<file path="config.mk">
export PLATFORM = sky130hd
export DESIGN_NAME = seq_mdu
export DESIGN_NICKNAME = d
export VERILOG_FILES = /design/src/rtl/seq_mdu.sv
export SDC_FILE = /design/constraint.sdc
export NUM_CORES = 1
export LEC_CHECK = 0
export ABC_AREA = 1
export BUFFER_PORTS_ARGS = -buffer_cell sky130_fd_sc_hd__buf_2
export CELL_PAD_IN_SITES_DETAIL_PLACEMENT = 1
export CELL_PAD_IN_SITES_GLOBAL_PLACEMENT = 1
export CORE_MARGIN = 2
export CORE_UTILIZATION = 40
export CTS_BUF_LIST = sky130_fd_sc_hd__clkbuf_8 sky130_fd_sc_hd__clkbuf_16
export DETAILED_ROUTE_END_ITERATION = 16
export GPL_TIMING_DRIVEN = 0
export HOLD_SLACK_MARGIN = 0.15
export PLACE_DENSITY_LB_ADDON = 0.1
export SETUP_SLACK_MARGIN = 0.05
export SYNTH_ARGS = -nofsm -noshare
export SYNTH_HDL_FRONTEND = slang
export SYNTH_SLANG_ARGS = --single-unit
</file>
<file path="constraint.sdc">
create_clock -name clk -period 3.5 [get_ports clk]
set_input_delay 0.525 -clock clk [delete_from_list [all_inputs] [get_ports clk]]
set_output_delay 0.525 -clock clk [all_outputs]
set_load 0.005 [all_outputs]
</file>
<file path="src/rtl/seq_mdu.sv">
// Sequential multiply/divide unit owning HI/LO: 32-iteration shift-add multiply
// and restoring divide, plus direct MTHI/MTLO writes while idle.
module seq_mdu (
  input  logic        clk,
  input  logic        rst,
  input  logic        start,
  input  logic [1:0]  op,
  input  logic [31:0] data_x,
  input  logic [31:0] data_y,
  input  logic        hi_we,
  input  logic        lo_we,
  input  logic [31:0] data_w,
  output logic        busy,
  output logic        done,
  output logic [31:0] hi,
  output logic [31:0] lo
);

  localparam int unsigned W    = 32;
  localparam int unsigned CW   = 5;
  localparam int unsigned LAST = W - 1;

  typedef enum logic [1:0] {IDLE, RUN, FIN} state_t;

  state_t         state_q, state_d;
  logic           div_q, div_d;
  logic           neg_res_q, neg_res_d;
  logic           neg_rem_q, neg_rem_d;
  logic           dz_q, dz_d;
  logic [W-1:0]   opnd_q, opnd_d;
  logic [W-1:0]   acc_hi_q, acc_hi_d;
  logic [W-1:0]   acc_lo_q, acc_lo_d;
  logic [CW-1:0]  cnt_q, cnt_d;
  logic           busy_d, done_d;
  logic [W-1:0]   hi_d, lo_d;

  // Operand magnitudes; op[0]=0 selects the signed variants.
  logic           is_signed, is_div, x_neg, y_neg;
  logic [W-1:0]   abs_x, abs_y;
  assign is_signed = ~op[0];
  assign is_div    = op[1];
  assign x_neg     = is_signed & data_x[W-1];
  assign y_neg     = is_signed & data_y[W-1];
  assign abs_x     = x_neg ? W'(-data_x) : data_x;
  assign abs_y     = y_neg ? W'(-data_y) : data_y;

  // Multiply step: add multiplicand on multiplier LSB, shift right.
  logic [W:0]     mul_sum;
  assign mul_sum = {1'b0, acc_hi_q} + (acc_lo_q[0] ? {1'b0, opnd_q} : (W+1)'(0));

  // Divide step: 33-bit trial subtract of divisor from shifted remainder.
  logic [W:0]     div_shift;
  logic           div_ge;
  logic [W-1:0]   div_trial;
  assign div_shift = {acc_hi_q, acc_lo_q[W-1]};
  assign div_ge    = div_shift >= {1'b0, opnd_q};
  assign div_trial = W'(div_shift[W-1:0] - opnd_q);

  // Sign fix-up of the finished magnitude results.
  logic [2*W-1:0] prod_fix;
  logic [W-1:0]   quo_fix, rem_fix;
  assign prod_fix = neg_res_q ? (2*W)'(-{acc_hi_q, acc_lo_q}) : {acc_hi_q, acc_lo_q};
  assign quo_fix  = neg_res_q ? W'(-acc_lo_q) : acc_lo_q;
  assign rem_fix  = neg_rem_q ? W'(-acc_hi_q) : acc_hi_q;

  // State and datapath registers.
  always_ff @(posedge clk) begin
    if (rst) begin
      state_q   <= IDLE;
      div_q     <= 1'b0;
      neg_res_q <= 1'b0;
      neg_rem_q <= 1'b0;
      dz_q      <= 1'b0;
      opnd_q    <= '0;
      acc_hi_q  <= '0;
      acc_lo_q  <= '0;
      cnt_q     <= '0;
      busy      <= 1'b0;
      done      <= 1'b0;
      hi        <= '0;
      lo        <= '0;
    end else begin
      state_q   <= state_d;
      div_q     <= div_d;
      neg_res_q <= neg_res_d;
      neg_rem_q <= neg_rem_d;
      dz_q      <= dz_d;
      opnd_q    <= opnd_d;
      acc_hi_q  <= acc_hi_d;
      acc_lo_q  <= acc_lo_d;
      cnt_q     <= cnt_d;
      busy      <= busy_d;
      done      <= done_d;
      hi        <= hi_d;
      lo        <= lo_d;
    end
  end

  // Next-state and next-value logic.
  always_comb begin
    state_d   = state_q;
    div_d     = div_q;
    neg_res_d = neg_res_q;
    neg_rem_d = neg_rem_q;
    dz_d      = dz_q;
    opnd_d    = opnd_q;
    acc_hi_d  = acc_hi_q;
    acc_lo_d  = acc_lo_q;
    cnt_d     = cnt_q;
    busy_d    = busy;
    done_d    = 1'b0;
    hi_d      = hi;
    lo_d      = lo;

    case (state_q)
      IDLE: begin
        if (start) begin
          state_d   = RUN;
          busy_d    = 1'b1;
          div_d     = is_div;
          neg_res_d = x_neg ^ y_neg;
          neg_rem_d = x_neg;
          dz_d      = is_div & (data_y == '0);
          opnd_d    = is_div ? abs_y : abs_x;
          acc_hi_d  = '0;
          acc_lo_d  = is_div ? abs_x : abs_y;
          cnt_d     = '0;
        end else begin
          if (hi_we) hi_d = data_w;
          if (lo_we) lo_d = data_w;
        end
      end
      RUN: begin
        if (div_q) begin
          acc_hi_d = div_ge ? div_trial : div_shift[W-1:0];
          acc_lo_d = {acc_lo_q[W-2:0], div_ge};
        end else begin
          acc_hi_d = mul_sum[W:1];
          acc_lo_d = {mul_sum[0], acc_lo_q[W-1:1]};
        end
        cnt_d = CW'(cnt_q + CW'(1));
        if (cnt_q == CW'(LAST)) state_d = FIN;
      end
      FIN: begin
        state_d = IDLE;
        busy_d  = 1'b0;
        done_d  = 1'b1;
        if (div_q) begin
          // With a zero divisor every trial succeeds, so the remainder path
          // already rebuilds the raw dividend; only the quotient is forced.
          lo_d = dz_q ? '1 : quo_fix;
          hi_d = rem_fix;
        end else begin
          hi_d = prod_fix[2*W-1:W];
          lo_d = prod_fix[W-1:0];
        end
      end
      default: state_d = IDLE;
    endcase
  end

endmodule

</file>
**After elaboration in Yosys (flattened, before gate mapping)**

Index checks and enable logic that the tools add are counted.

- Input port bits: 103
- Register bits: 173

- Add/subtract/negate cells: 8
- Mux-type cells: 32
- Bitwise logic cells: 5
- Reductions and logical operators: 10
- Eq/ne operators: 8
- $lt $le $gt $ge: 1

Operators with widths:

| operator | count |
|---|---|
| 2-to-1 mux 32 bit | 19 |
| one-hot mux 32 bit (2 select lines) | 4 |
| negation 32 bit | 4 |
| 2-to-1 mux 64 bit | 1 |
| negation 64 bit | 1 |
| adder 32 x 32 -> 33 bit | 1 |
| >= comparator 33 x 32 -> 1 bit | 1 |
| zero test 32 bit | 1 |
| subtractor 32 bit | 1 |
| inequality test 2 bit, second input constant | 5 |
| one-hot mux 5 bit (2 select lines) | 1 |
| AND reduction 2 bit | 4 |
| AND reduction 3 bit | 2 |
| adder 5 x 1 -> 5 bit, second input constant | 1 |
| equality test 5 bit, second input constant | 1 |
| 2-to-1 mux 5 bit | 1 |
| 2-to-1 mux 2 bit | 2 |
| one-hot mux 2 bit (2 select lines) | 1 |
| nonzero test 2 bit | 2 |
| AND 1 bit | 3 |
| equality test 2 x 1 -> 1 bit, second input constant | 1 |
| equality test 2 bit, second input constant | 1 |
| zero test 2 bit | 1 |
| 2-to-1 mux 1 bit | 2 |
| 3 further kinds | 3 |

**Logic depth before layout (Yosys ltp)**

- Word-level depth: 6
- Gate-level depth with buffers: 20

**Worst setup path before layout**

No wires, ideal clock.

- Path type: register -> register
- From: register acc_lo_q[0]
- To: register acc_hi_q[31]
- Data required time: 3.430 ns
- Setup time: 0.070 ns
- Arrival: 2.488 ns
- Cell stages (with the launch flop): 19
- Setup slack: 0.942 ns
- Clock period less this slack: 2.558 ns
- Cells stage by stage: dfxtp_1 buf_6 clkbuf_1 nand2_1 inv_1 ha_1 inv_1 fa_1 o21ai_1 inv_1 o21ai_1 nand2_1 nand3_1 nand2_1 inv_1 o21ai_0 inv_1 nand2_1 a21oi_1

- Longest elaborated chain between the ends: 4

Ends and longest elaborated chain:

| what | line | text |
|---|---|---|
| start: declaration | 32 | `logic [W-1:0] acc_lo_q, acc_lo_d;` |
| start signal: assignment | 90 | `acc_lo_q <= acc_lo_d;` |
| 2-to-1 mux 32 bit | 49 | `assign mul_sum = {1'b0, acc_hi_q} + (acc_lo_q[0] ? {1'b0, opnd_q} : (W+1)'(0));` |
| adder 32 x 32 -> 33 bit | 49 |  |
| 2-to-1 mux 32 bit | 134 | `if (div_q) begin` |
| one-hot mux 32 bit (2 select lines) | 115 | `case (state_q)` |
| end signal: assignment | 89 | `acc_hi_q <= acc_hi_d;` |
| end: declaration | 31 | `logic [W-1:0] acc_hi_q, acc_hi_d;` |

Every way passes these cells.
A chain may end at the register's enable or synchronous reset.

**Worst setup path in the final report**

Ends and elaborated chain as after synthesis.

==> reports/qor.yml <==
layout:
  multi_input_area_sq_um: 11900
  num-fill-cells: 6266
  nNetsFinal: 3498
  fin_util_pct: 45.8
  final_cell_mix: "nand2_1 (853), inv_1 (440), a21oi_1 (298), o21ai_0 (273), nand3_1 (272)"
  area_growth_syn_to_layout_pct: 12.6
  regArea_sq_um: 3460
  final_layout_size_suffix_gt1_share_pct: 8.36
  final_common_cell: "nand2_1"
critical_path:
  critPathKind: "reg -> reg"
  worst-r2r-setup-slack_ns: 0.21
  path_max_fanout: 10
  start_kind: "flip-flop"
  reg2reg_to: "acc_hi_q[31]$_SDFFE_PP0P_"
  required_ns: 3.90
  cp_data_arrival_time_ns: 3.69
  worst_setup_path_end_kind: "flip-flop"
  rr_worst_depth: 18
  r2r-start: "acc_lo_q[0]$_SDFFE_PP0P_"
yosys:
  synth_top_family_by_area: "simple AND/OR/NAND/NOR gates"
  synth_xor_area_share_pct: 3.28
  async_flop_share_pct: 0
  synth-seq-cells: 173
  yosysSeqAreaShare_pct: 19.7
  synth-compound-area-share_pct: 21.0
  synth-simple-area-share_pct: 38.2
  synthTopCellsByArea: "dfxtp_1 (20%), nand2_1 (18%), inv_1 (9.4%)"
  synth_edf_count: 0
  avgSynthCellArea_sq_um: 5.61
  synth_area_leader_cell: "dfxtp_1"
  synth_top_cell_area_share_pct: 19.7
  postSynthCellCount: 3138
  ys.flop_type: "dfxtp_1"
  syn_area_sq_um: 17600
  muxShareOfSynthArea_pct: 0
  yosysUniqueCellTypes: 57
  synth-adder-area-share_pct: 5.20
  ys_warn_count: 0
  syn-num-nets: 3313
timing:
  final.min_clock_period_ns: 3.29
  whs_ns: 0.374
  fin_setup_tns_ns: 0
  rsz0062_at_grt: "false"
  tightest_slew_ns: 0.943
  slew_violations: 0
  fmax_mhz: 304
  fin_crit_sh_pct: 94.1
  skew_ns: 0.0114
  setup_viol: 0
  hold_viol: 0
  max_slew_margin_pct: 37.1
power:
  ir_worst_vdd_uv: 370
  power.density_nw_per_um2: 389
  power_leakage_nw: 9.90
place:
  dpl.hpwl_mm: 78.9
  gp_congestion: 1.09
  numPortBuffers: 166
cts:
  clk_pin_slew_ns: 0.08
  clkSinkCount: 173
  cts_buffer_depth: 2
  htreeDepth: 4
  clk_latency_ns: 0.47
  post_cts_buffers: 0
  cts_buffers: 17
  root_buffer: "clkbuf_16"
  cts_hold_buf: 0
  cts_tree: "yes"
run_status:
  status: "completed"
hold_path:
  hold_class: "in -> reg"
  whs_path_depth: 3
  hold_start: "data_w[5]"
  min_to: "lo[5]$_SDFFE_PP0P_"
flow_run:
  drv_cap: 0
drt:
  viasPerCell: 5.88
  routed_wl_mm: 94.4
  vias: 23100
  drt_iter0_markers: 1900
  drc: 0
  wire_per_inst_microns: 24.1
  postRouteAntennaNets: 0
  dr.pass1.iters: 5
floorplan:
  fp-row-count: 76
  die_h_microns: 214
  die-width_microns: 214
  ioPinCount: 169
  core_area_sq_um: 43300
  initial_core_util_pct: 40.7
  dieArea_sq_um: 45700
global_routing:
  grt_usage_pct: 40.8
  grt_max_degree: 19
  grt_pass1_wl_mm: 139
  overflow: 0
  antenna_found_initial: 1
  grt_pass1_vias: 22900
## Yosys cell counts (33+ instances only)
master,number
nor2_1,263
xor2_1,45
dfxtp_1,173
nand3_1,272
nor3_1,56
a21oi_1,299
inv_1,440
o21ai_0,273
nand4_1,46
clkbuf_1,91
ha_1,70
o211ai_1,33
nand2_1,853
## layout make-up
class,instances,area share [%]
Clock buffer,17,2.15
Timing Repair Buffer,166,4.19
Sequential cell,173,17.5
Buffer,127,2.75
Inverter,447,8.50
Antenna cell,1,0.0126
Clock inverter,15,1.00
Tap cell,585,3.69
Multi-Input combinational cell,2391,60.2
## metal layers
| metal | global-route usage (%) | share of wire (%) | up-vias | wire length (microns) |
|---|---|---|---|---|
| li1 | - | - | 10600 | - |
| met1 | 50.1 | 41 | 11000 | 38300 |
| met2 | 65.6 | 44 | 1080 | 41700 |
| met3 | 7.15 | 8.0 | 312 | 7570 |
| met4 | 27.2 | 7.2 | 0 | 6780 |
| met5 | 0 | 0 | - | 0 |
## kinds of logic (layout without fill, tap and decap cells)
group           Yosys count  after routing
fa+ha+maj                72             72
compound gates          688            688
simple gates           1565           1565
xor+xnor                 66             66
flops                   173            173
other cells               0              1
buf+inv                 574            772
## registers in the layout, indices dropped and copies added, names as in the netlist
register and flops:
lo 32, neg_res_q 1, acc_lo_q 32, done 1, state_q 2, neg_rem_q 1, div_q 1, dz_q 1
busy 1, acc_hi_q 32, cnt_q 5, hi 32, opnd_q 32
## worst max path at each step
stage / startpoint / endpoint / slack, ns
detailed placement: acc_lo_q[0]$_SDFFE_PP0P_ / acc_hi_q[31]$_SDFFE_PP0P_ / -0.27
floorplan: acc_lo_q[0]$_SDFFE_PP0P_ / acc_hi_q[31]$_SDFFE_PP0P_ / 0.94
CTS: acc_lo_q[0]$_SDFFE_PP0P_ / acc_hi_q[31]$_SDFFE_PP0P_ / 0.02
global placement: acc_lo_q[0]$_SDFFE_PP0P_ / acc_hi_q[31]$_SDFFE_PP0P_ / -0.20
global route: acc_lo_q[0]$_SDFFE_PP0P_ / acc_hi_q[21]$_SDFFE_PP0P_ / 0.05
finish: acc_lo_q[0]$_SDFFE_PP0P_ / acc_hi_q[31]$_SDFFE_PP0P_ / 0.21
## metrics by stage
| step | setup slack [ns] | power [mW] | cells | instance area (sq um) |
|---|---|---|---|---|
| floorplan | 0.942 | 4.29 | 3138 | 17600 |
| global placement | -0.204 | 5.45 | 3889 | 19200 |
| detailed placement | -0.266 | 5.53 | 3889 | 19200 |
| CTS | 0.0230 | 7.57 | 3921 | 19800 |
| global route | 0.0462 | 8.05 | 3921 | 19800 |
| finish | 0.206 | 7.71 | 3922 | 19800 |
## critical path: stages, from the launching register on
cell and delay [ns]:
dfxtp_1 0.35, buf_6 0.17, clkbuf_4 0.24, nand2_1 0.07, inv_1 0.06, ha_1 0.31
inv_1 0.10, fa_2 0.42, o21ai_4 0.25, inv_1 0.10, o21ai_2 0.25, nand2_1 0.13
nand3_1 0.17, nand2_1 0.07, inv_1 0.05, o21ai_0 0.08, inv_1 0.17, nand2_1 0.11
a21oi_1 0.13
## repair_timing
item                       in CTS  in global routing
hold endpoints to repair        0                  0
gates resized for setup         3                  9
setup endpoints to repair       8                 11
## where the power goes
part           switching, mW  internal, mW  total (mW)
clock network          0.996          1.09        2.09
logic                   2.35         0.934        3.28
registers              0.219          2.13        2.34
total                   3.56          4.15        7.71
No activity file was read; power rests on OpenSTA's default activity.
